## src/rtl/dmem_pkg.sv

```systemverilog
// dmem_pkg: shared FSM/owner types and default bus widths for the data-memory arbiter
package dmem_pkg;
  localparam int ADDR_W_DEF = 32;
  localparam int DATA_W_DEF = 32;
  typedef enum logic [1:0] {IDLE, BUSY, GAP} state_t;
  typedef enum logic {OWN_P, OWN_D} owner_t;
endpackage

```

## src/rtl/dmem_arbiter_if.sv

```systemverilog
// dmem_arbiter_if: pipeline (p_*), debug (d_*) and memory (mem_*) buses around the arbiter
// slave modport is the arbiter side; master is the requesters-plus-memory side
interface dmem_arbiter_if
  import dmem_pkg::*;
#(
  parameter int ADDR_W = ADDR_W_DEF,
  parameter int DATA_W = DATA_W_DEF
);
  logic              p_read, p_write, p_done, p_stall;
  logic [ADDR_W-1:0] p_addr;
  logic [DATA_W-1:0] p_wdata, p_rdata;
  logic              d_req, d_we, d_done;
  logic [ADDR_W-1:0] d_addr;
  logic [DATA_W-1:0] d_wdata, d_rdata;
  logic [ADDR_W-1:0] mem_addr;
  logic [DATA_W-1:0] mem_wdata, mem_rdata;
  logic              mem_read, mem_write;
  modport slave (
    input  p_read, p_write, p_addr, p_wdata, d_req, d_we, d_addr, d_wdata, mem_rdata,
    output p_rdata, p_done, p_stall, d_rdata, d_done, mem_addr, mem_wdata, mem_read, mem_write
  );
  modport master (
    output p_read, p_write, p_addr, p_wdata, d_req, d_we, d_addr, d_wdata, mem_rdata,
    input  p_rdata, p_done, p_stall, d_rdata, d_done, mem_addr, mem_wdata, mem_read, mem_write
  );
endinterface

```

## src/rtl/dmem_starve_ctr.sv

```systemverilog
// dmem_starve_ctr: saturating count of pipeline grants taken while debug waits
// ports: clk, rst (async, active-low), inc, clr (wins over inc), full (count == MAX)
module dmem_starve_ctr
  import dmem_pkg::*;
#(
  parameter int MAX = 4
) (
  input  logic clk,
  input  logic rst,
  input  logic inc,
  input  logic clr,
  output logic full
);
  localparam int W = $clog2(MAX + 1);
  logic [W-1:0] cnt;
  assign full = cnt == W'(MAX);
  always_ff @(posedge clk or negedge rst)
    if (!rst) cnt <= '0;
    else cnt <= clr ? '0 : (inc && !full) ? cnt + 1'b1 : cnt;
endmodule

```

## src/rtl/dmem_arbiter.sv

```systemverilog
// dmem_arbiter: shares a single-port data memory between the pipeline MEM stage and a debug port
// ports: clk, rst (async, active-low), bus (dmem_arbiter_if.slave: p_* pipeline, d_* debug, mem_* memory)
module dmem_arbiter
  import dmem_pkg::*;
#(
  parameter int ADDR_W     = ADDR_W_DEF,
  parameter int DATA_W     = DATA_W_DEF,
  parameter int MEM_LAT    = 1,
  parameter int STARVE_MAX = 4
) (
  input logic           clk,
  input logic           rst,
  dmem_arbiter_if.slave bus
);
  localparam int LW = MEM_LAT > 1 ? $clog2(MEM_LAT) : 1;
  state_t            state, state_n;
  owner_t            owner;
  logic [LW-1:0]     lat_cnt;
  logic [ADDR_W-1:0] addr_q;
  logic [DATA_W-1:0] wdata_q;
  logic              we_q, p_req, full, grant_p, grant_d, busy, last;
  assign p_req   = bus.p_read | bus.p_write;
  // pipeline wins ties unless debug has been passed over STARVE_MAX times
  assign grant_d = state == IDLE && bus.d_req && (!p_req || full);
  assign grant_p = state == IDLE && p_req && !grant_d;
  assign busy    = state == BUSY;
  assign last    = busy && lat_cnt == '0;
  dmem_starve_ctr #(.MAX(STARVE_MAX)) u_starve (
    .clk,
    .rst,
    .inc(grant_p && bus.d_req),
    .clr(grant_d || !bus.d_req),
    .full
  );
  always_ff @(posedge clk or negedge rst)
    if (!rst) state <= IDLE;
    else state <= state_n;
  always_comb begin
    state_n       = (grant_p || grant_d) ? BUSY : last ? GAP : state == GAP ? IDLE : state;
    bus.mem_addr  = busy ? addr_q : '0;
    bus.mem_wdata = busy ? wdata_q : '0;
    bus.mem_read  = busy && !we_q;
    // write strobe only on the first busy cycle, when the counter still holds its load value
    bus.mem_write = busy && we_q && lat_cnt == LW'(MEM_LAT - 1);
    bus.p_stall   = p_req && !bus.p_done;
  end
  always_ff @(posedge clk or negedge rst)
    if (!rst) begin
      owner       <= OWN_P;
      lat_cnt     <= '0;
      addr_q      <= '0;
      wdata_q     <= '0;
      we_q        <= 1'b0;
      bus.p_done  <= 1'b0;
      bus.d_done  <= 1'b0;
      bus.p_rdata <= '0;
      bus.d_rdata <= '0;
    end else begin
      if (grant_p || grant_d) begin
        owner   <= grant_d ? OWN_D : OWN_P;
        addr_q  <= grant_d ? bus.d_addr : bus.p_addr;
        wdata_q <= grant_d ? bus.d_wdata : bus.p_wdata;
        we_q    <= grant_d ? bus.d_we : bus.p_write;
        lat_cnt <= LW'(MEM_LAT - 1);
      end else if (busy && lat_cnt != '0) lat_cnt <= lat_cnt - 1'b1;
      bus.p_done <= last && owner == OWN_P;
      bus.d_done <= last && owner == OWN_D;
      if (last && !we_q && owner == OWN_P) bus.p_rdata <= bus.mem_rdata;
      if (last && !we_q && owner == OWN_D) bus.d_rdata <= bus.mem_rdata;
    end
endmodule

```

## src/flat_wrapper.sv

```systemverilog
// flat-port wrapper written by rule: the top's interface ports become plain ports
module dmem_arbiter_flat import dmem_pkg::*;
#(
  parameter int ADDR_W     = ADDR_W_DEF,
  parameter int DATA_W     = DATA_W_DEF,
  parameter int MEM_LAT    = 1,
  parameter int STARVE_MAX = 4
)
  (clk, rst, bus_p_read, bus_p_write, bus_p_addr, bus_p_wdata, bus_d_req, bus_d_we, bus_d_addr, bus_d_wdata, bus_mem_rdata, bus_p_rdata, bus_p_done, bus_p_stall, bus_d_rdata, bus_d_done, bus_mem_addr, bus_mem_wdata, bus_mem_read, bus_mem_write);
  dmem_arbiter_if #(.ADDR_W(ADDR_W), .DATA_W(DATA_W)) bus_i ();
  input logic clk;
  input logic rst;
  input wire logic [$bits(bus_i.p_read)-1:0] bus_p_read;
  input wire logic [$bits(bus_i.p_write)-1:0] bus_p_write;
  input wire logic [$bits(bus_i.p_addr)-1:0] bus_p_addr;
  input wire logic [$bits(bus_i.p_wdata)-1:0] bus_p_wdata;
  input wire logic [$bits(bus_i.d_req)-1:0] bus_d_req;
  input wire logic [$bits(bus_i.d_we)-1:0] bus_d_we;
  input wire logic [$bits(bus_i.d_addr)-1:0] bus_d_addr;
  input wire logic [$bits(bus_i.d_wdata)-1:0] bus_d_wdata;
  input wire logic [$bits(bus_i.mem_rdata)-1:0] bus_mem_rdata;
  output wire logic [$bits(bus_i.p_rdata)-1:0] bus_p_rdata;
  output wire logic [$bits(bus_i.p_done)-1:0] bus_p_done;
  output wire logic [$bits(bus_i.p_stall)-1:0] bus_p_stall;
  output wire logic [$bits(bus_i.d_rdata)-1:0] bus_d_rdata;
  output wire logic [$bits(bus_i.d_done)-1:0] bus_d_done;
  output wire logic [$bits(bus_i.mem_addr)-1:0] bus_mem_addr;
  output wire logic [$bits(bus_i.mem_wdata)-1:0] bus_mem_wdata;
  output wire logic [$bits(bus_i.mem_read)-1:0] bus_mem_read;
  output wire logic [$bits(bus_i.mem_write)-1:0] bus_mem_write;
  assign bus_i.p_read = bus_p_read;
  assign bus_i.p_write = bus_p_write;
  assign bus_i.p_addr = bus_p_addr;
  assign bus_i.p_wdata = bus_p_wdata;
  assign bus_i.d_req = bus_d_req;
  assign bus_i.d_we = bus_d_we;
  assign bus_i.d_addr = bus_d_addr;
  assign bus_i.d_wdata = bus_d_wdata;
  assign bus_i.mem_rdata = bus_mem_rdata;
  assign bus_p_rdata = bus_i.p_rdata;
  assign bus_p_done = bus_i.p_done;
  assign bus_p_stall = bus_i.p_stall;
  assign bus_d_rdata = bus_i.d_rdata;
  assign bus_d_done = bus_i.d_done;
  assign bus_mem_addr = bus_i.mem_addr;
  assign bus_mem_wdata = bus_i.mem_wdata;
  assign bus_mem_read = bus_i.mem_read;
  assign bus_mem_write = bus_i.mem_write;
  dmem_arbiter #(.ADDR_W(ADDR_W), .DATA_W(DATA_W), .MEM_LAT(MEM_LAT), .STARVE_MAX(STARVE_MAX)) u_core (.clk(clk), .rst(rst), .bus(bus_i));
endmodule
```

## config.mk

```make
export PLATFORM = sky130hd
export DESIGN_NAME = dmem_arbiter_flat
export DESIGN_NICKNAME = d
export VERILOG_FILES = /design/src/rtl/dmem_pkg.sv /design/src/rtl/dmem_arbiter_if.sv /design/src/rtl/dmem_starve_ctr.sv /design/src/rtl/dmem_arbiter.sv /design/src/flat_wrapper.sv
export SDC_FILE = /design/constraint.sdc
export NUM_CORES = 1
export LEC_CHECK = 0
export BUFFER_PORTS_ARGS = -buffer_cell sky130_fd_sc_hd__buf_4
export CAP_MARGIN = 10
export CORE_UTILIZATION = 48
export CTS_BUF_LIST = sky130_fd_sc_hd__clkbuf_8 sky130_fd_sc_hd__clkbuf_16
export CTS_CLUSTER_SIZE = 30
export DETAILED_ROUTE_END_ITERATION = 10
export PLACE_DENSITY = 0.92
export SLEW_MARGIN = 5
export SYNTH_ARGS = -nofsm -noshare
export SYNTH_HDL_FRONTEND = slang
export SYNTH_SLANG_ARGS = --single-unit
```

## constraint.sdc

```tcl
create_clock -name clk -period 2.2 [get_ports clk]
set_clock_uncertainty 0.15 [all_clocks]
set_input_delay 0.33 -clock clk [delete_from_list [all_inputs] [get_ports clk]]
set_output_delay 0.33 -clock clk [all_outputs]
set_load 0.02 [all_outputs]
```

Word level (Yosys, flattened, before mapping)
Cells that the tools add are included.
{"block": "classes", "add_sub_neg": 2, "n_eq_ne": 3, "mux": 13, "bitwise_logic": 3, "n_reduce_logical": 30}
{"operator": "$mux 32", "count": 4}
{"operator": "$logic_and 1x1->1", "count": 17}
{"operator": "$logic_not 1->1", "count": 6}
{"operator": "$mux 2", "count": 3}
{"operator": "$mux 3", "count": 2}
{"operator": "$mux 1", "count": 4}
{"operator": "$reduce_bool 2->1", "count": 2}
{"operator": "$add 3x1->3 const B", "count": 1}
{"operator": "$eq 3x3->1 const B", "count": 1}
{"operator": "$logic_or 1x1->1", "count": 3}
{"operator": "$reduce_bool 3->1", "count": 1}
{"operator": "$eq 2x1->1 const B", "count": 1}
{"operator": "$eq 2x2->1 const B", "count": 1}
{"operator": "$logic_not 2->1", "count": 1}
{"operator": "$not 1->1", "count": 2}
{"operator": "$or 1x1->1", "count": 1}
{"operator": "$sub 1x1->1 const B", "count": 1}
{"block": "word_totals", "register_bits": 138, "output_inout_bits": 133}

Logic depth before layout (Yosys ltp)
{"block": "logic_depth", "depth_word": 10, "depth_mapped": 7, "depth_no_buf": 5}

By module
From an unflattened synthesis, not the netlist that was laid out.
{"block": "unflattened", "hier_cells": 635, "area_unflattened_um2": 6651.4}
{"mod": "dmem_arbiter", "n_inst": 1, "cells_per_inst": 617, "area_each_um2": 6453.7}
{"mod": "dmem_starve_ctr", "n_inst": 1, "cells_per_inst": 18, "area_each_um2": 197.7}

Worst setup path before layout
Ideal clock, no wire load.
{"block": "synth_timing", "path_kind": "reg2reg", "startpoint": "register u_core.state[1]", "endpoint": "register u_core.bus.d_rdata[10]", "setup_ps": 125, "t_arrival_ps": 1515, "slack_ps": 410, "stages_incl_launch_ff": 6, "synth_period_minus_slack_ps": 1790, "path_cell_list": "dfrtp_1 -> nand2b_1 -> buf_2 -> nor4_4 -> buf_4 -> mux2_2"}
{"block": "synth_between", "elab_chain_len": 4}
{"element": "start, declared", "line_no": "dmem_arbiter.sv:16", "text": "state_t state, state_n;"}
{"element": "start signal, assigned", "line_no": "dmem_arbiter.sv:37", "text": "else state <= state_n;"}
{"element": "$eq 2x1->1", "line_no": "dmem_arbiter.sv:26", "text": "assign busy = state == BUSY;"}
{"element": "$logic_and 1x1->1", "line_no": "dmem_arbiter.sv:27", "text": "assign last = busy && lat_cnt == '0;"}
{"element": "$logic_and 1x1->1 (2 in series)", "line_no": "dmem_arbiter.sv:69", "text": "if (last && !we_q && owner == OWN_D) bus.d_rdata <= bus.mem_rdata;"}
{"element": "end signal, assigned", "line_no": "dmem_arbiter.sv:69"}
{"element": "end, declared", "line_no": "dmem_arbiter_if.sv:20", "text": "output p_rdata, p_done, p_stall, d_rdata, d_done, mem_addr, mem_wdata, mem_read, mem_write"}
No other way between the ends.
A chain may end at the register's enable or synchronous reset.

Worst setup path after layout
{"block": "layout_timing", "startpoint": "register u_core.state[1]", "endpoint": "output port bus_mem_write"}
{"block": "layout_between", "elab_chain_len": 3}
{"element": "$eq 2x1->1", "line_no": "dmem_arbiter.sv:26"}
{"element": "$logic_and 1x1->1 (2 in series)", "line_no": "dmem_arbiter.sv:44", "text": "bus.mem_write = busy && we_q && lat_cnt == LW'(MEM_LAT - 1);"}
{"element": "end, declared", "line_no": "flat_wrapper.sv:30", "text": "output wire logic [$bits(bus_i.mem_write)-1:0] bus_mem_write;"}
No other way between the ends.

==> impl_metrics.json <==
{
  "p_per_area_nw_per_um2": 1490,
  "routed_wl_mm": 21.0,
  "die-area_um2": 14300,
  "met3_length_mm": 1.55,
  "synth-edff-count": 0,
  "num_rows": 42,
  "final_hold_viol_count": 0,
  "synth_area_um2": 6640,
  "min_period_ns": 2.11,
  "drc": 0,
  "area_delta_synth_final_pct": 49.3,
  "die_w_um": 120,
  "worst_setup_path_start_kind": "flip-flop",
  "fin_nets": 1091,
  "setup_tns_ns": 0,
  "rsz0062_at_grt": "no",
  "ant_nets": 0,
  "cts_tree": "done",
  "yosys.area_share.simple": 0.143,
  "tightest_slew_ns": 0.708,
  "ios": 299,
  "max_stage_delay_ns": 0.44,
  "grt_pass1_wl_mm": 33.2,
  "highest_layer": "met4",
  "firstDrtPassIters": 6,
  "period_share": 0.957,
  "syn_nets": 805,
  "crit_required_ns": 1.72,
  "clock_latency_ns": 0.41,
  "antenna_found_initial": 0,
  "timing.fmax_mhz": 475,
  "synth_cell_types": 34,
  "drive_gt1_frac": 0.456,
  "synth_xor_area_frac": 0,
  "slowest_stage": "dfrtp_2",
  "hold_path.class": "input pin to flip-flop",
  "grt_max_degree": 107,
  "start_util": 0.498,
  "track_usage": 0.297,
  "critical_path_class": "flip-flop to primary output",
  "setup_slack_ns": 0.0943,
  "die_y_um": 120,
  "cpMostUsedCell": "buf_4",
  "dp.cells": 1060,
  "muxShareOfSynthArea": 0.109,
  "port_buffers": 298,
  "peakVddDrop_mv": 0.820,
  "place_congestion": 0.834,
  "synthArstFlopShare": 1.00,
  "first_iter_violations": 519,
  "syn_avg_cell_area_um2": 10.4,
  "crit_path_end_kind": "primary output",
  "crit_fanout": 6,
  "synth-main-ff-cell": "dfrtp_1",
  "stdcell_count": 1112,
  "yosysTopAreaCellShare": 0.520,
  "wl_met2_mm": 10.4,
  "slew-limit-headroom": 0.528,
  "arrival_ns": 1.63,
  "synth_top_area_cell": "dfrtp_1",
  "hpwl_mm": 13.9,
  "setup_violations": 0,
  "coreArea_um2": 13300,
  "yosysSeqAreaShare": 0.520,
  "drt-wirelength-per-cell_um": 18.9,
  "htree_levels": 4,
  "yosys.area_share.adder": 0.00377,
  "cts_buffers": 17,
  "grt_pass1_vias": 6509,
  "worstPathCellList": "nand2b_2, buf_4, nor3b_2, buf_4",
  "viasPerCell": 5.83,
  "num_antenna_cells": 0,
  "clock-sinks": 138,
  "dp_slack_ns": 0.219,
  "clock_tree.buffer_depth": 2,
  "status": "finished clean",
  "drv_cap": 0,
  "synth_most_common_cell": "dfrtp_1",
  "synth_top_family_by_area": "compound AO/OA/AOI/OAI gates",
  "p_leak_uw": 0.00446,
  "synth_seq_cells": 138,
  "num-fill-cells": 914,
  "wl_met1_mm": 8.20,
  "syn_inst": 637,
  "clk_pin_slew_ns": 0.06,
  "ys_warn_count": 0,
  "synth_compound_area_frac": 0.171,
  "ys_top_cells_by_count": "dfrtp_1 (138), a21oi_1 (65), a31oi_1 (65), and2_1 (65), nand4_1 (65)",
  "root_buffer": "clkbuf_16",
  "grt_overflow": 0,
  "slew_violations": 0,
  "synth_area_leaders": "dfrtp_1 (52%), mux2_2 (10%), a31oi_1 (6.1%)",
  "vias": 6480
}
## final timing paths
path	startpoint	to	slack (ns)	cells after the start
max	u_core.state[1]$_DFFE_PN0P_	bus_mem_write	0.09	4
min	bus_mem_rdata[26]	u_core.bus.d_rdata[26]$_DFFE_PN0P_	0.01	2
max reg2reg	u_core.state[1]$_DFFE_PN0P_	u_core.addr_q[10]$_DFFE_PN0P_	0.17	5
min reg2reg	u_core.bus.d_rdata[5]$_DFFE_PN0P_	u_core.bus.d_rdata[5]$_DFFE_PN0P_	0.34	1
max in group asynchronous	rst	u_core.bus.d_rdata[0]$_DFFE_PN0P_	0.96	3
min in group asynchronous	rst	u_core.bus.p_rdata[16]$_DFFE_PN0P_	0.27	2
## logic make-up after synthesis
kind of cell | count (synthesis)
buffers and inverters | 78
multiplexers | 64
AO/OA/AOI/OAI | 206
flip-flops | 138
AND/OR/NAND/NOR | 149
adder cells (fa/ha/maj) | 2
## sequential cells by signal (all words and copies together) (netlist names)
register             cells
u_core.bus.d_rdata      32
u_core.owner             1
u_core.bus.d_done        1
u_core.bus.p_done        1
u_core.we_q              1
u_core.addr_q           32
u_core.state             2
u_core.u_starve.cnt      3
u_core.lat_cnt           1
u_core.bus.p_rdata      32
u_core.wdata_q          32
## worst max-delay path: cells and delay by family (launching register included)
family,cells,cell delay (ns)
buffers and inverters,2,0.36
DFF,1,0.44
and+or+nand+nor,2,0.41
## layout make-up
type                            count  area, µm²  share of cell area
Tap cell                          176        220              0.0222
Multi-Input combinational cell    421       2890               0.292
Clock buffer                       17        425              0.0429
Timing Repair Buffer              341       2680               0.271
Inverter                            4       15.0             0.00151
Clock inverter                     15        224              0.0226
Sequential cell                   138       3460               0.349
## per-stage QoR
stage	hold WS (ns)	total power (µW)	utilization	area [µm²]
final	0.0142	14700	0.743	9910
after global routing	0.00243	15500	0.743	9910
after CTS	0.0000427	14700	0.742	9910
after detailed placement	0.150	11500	0.679	9060
after global placement	0.141	11200	0.679	9060
after floorplan	-0.116	8540	-	6640
## repair_timing
item / CTS / global route
endpoints found under the hold margin: 68 / 0
setup endpoints to repair: 38 / 1
hold buffers: 18 / 0
pin swaps: 0 / 0
gates resized for setup: 3 / 1
buffers inserted: 2 / 0
## report_power, final
| part | internal [µW] | switching, µW |
|---|---|---|
| Combinational | 3150 | 3990 |
| Sequential | 3770 | 683 |
| Clock | 2020 | 1130 |
## placed cells by master (no fill, tap or decap), types with 6 or more instances in the layout
cell type / count
nand4_1: 65
buf_4: 316
inv_1: 6
dlygate4sd3_1: 18
dfrtp_1: 136
mux2_2: 60
clkbuf_16: 17
a21oi_1: 65
a31oi_1: 65
buf_12: 6
and2_1: 64
o21ai_0: 63
## per-layer routing
| metal | global-route usage | vias up |
|---|---|---|
| met2 | 0.494 | 359 |
| met5 | 0 | - |
| met4 | 0.152 | 0 |
| li1 | - | 2934 |
| met3 | 0.0651 | 61 |
| met1 | 0.364 | 3126 |
Power figures use the tool's default switching activity.
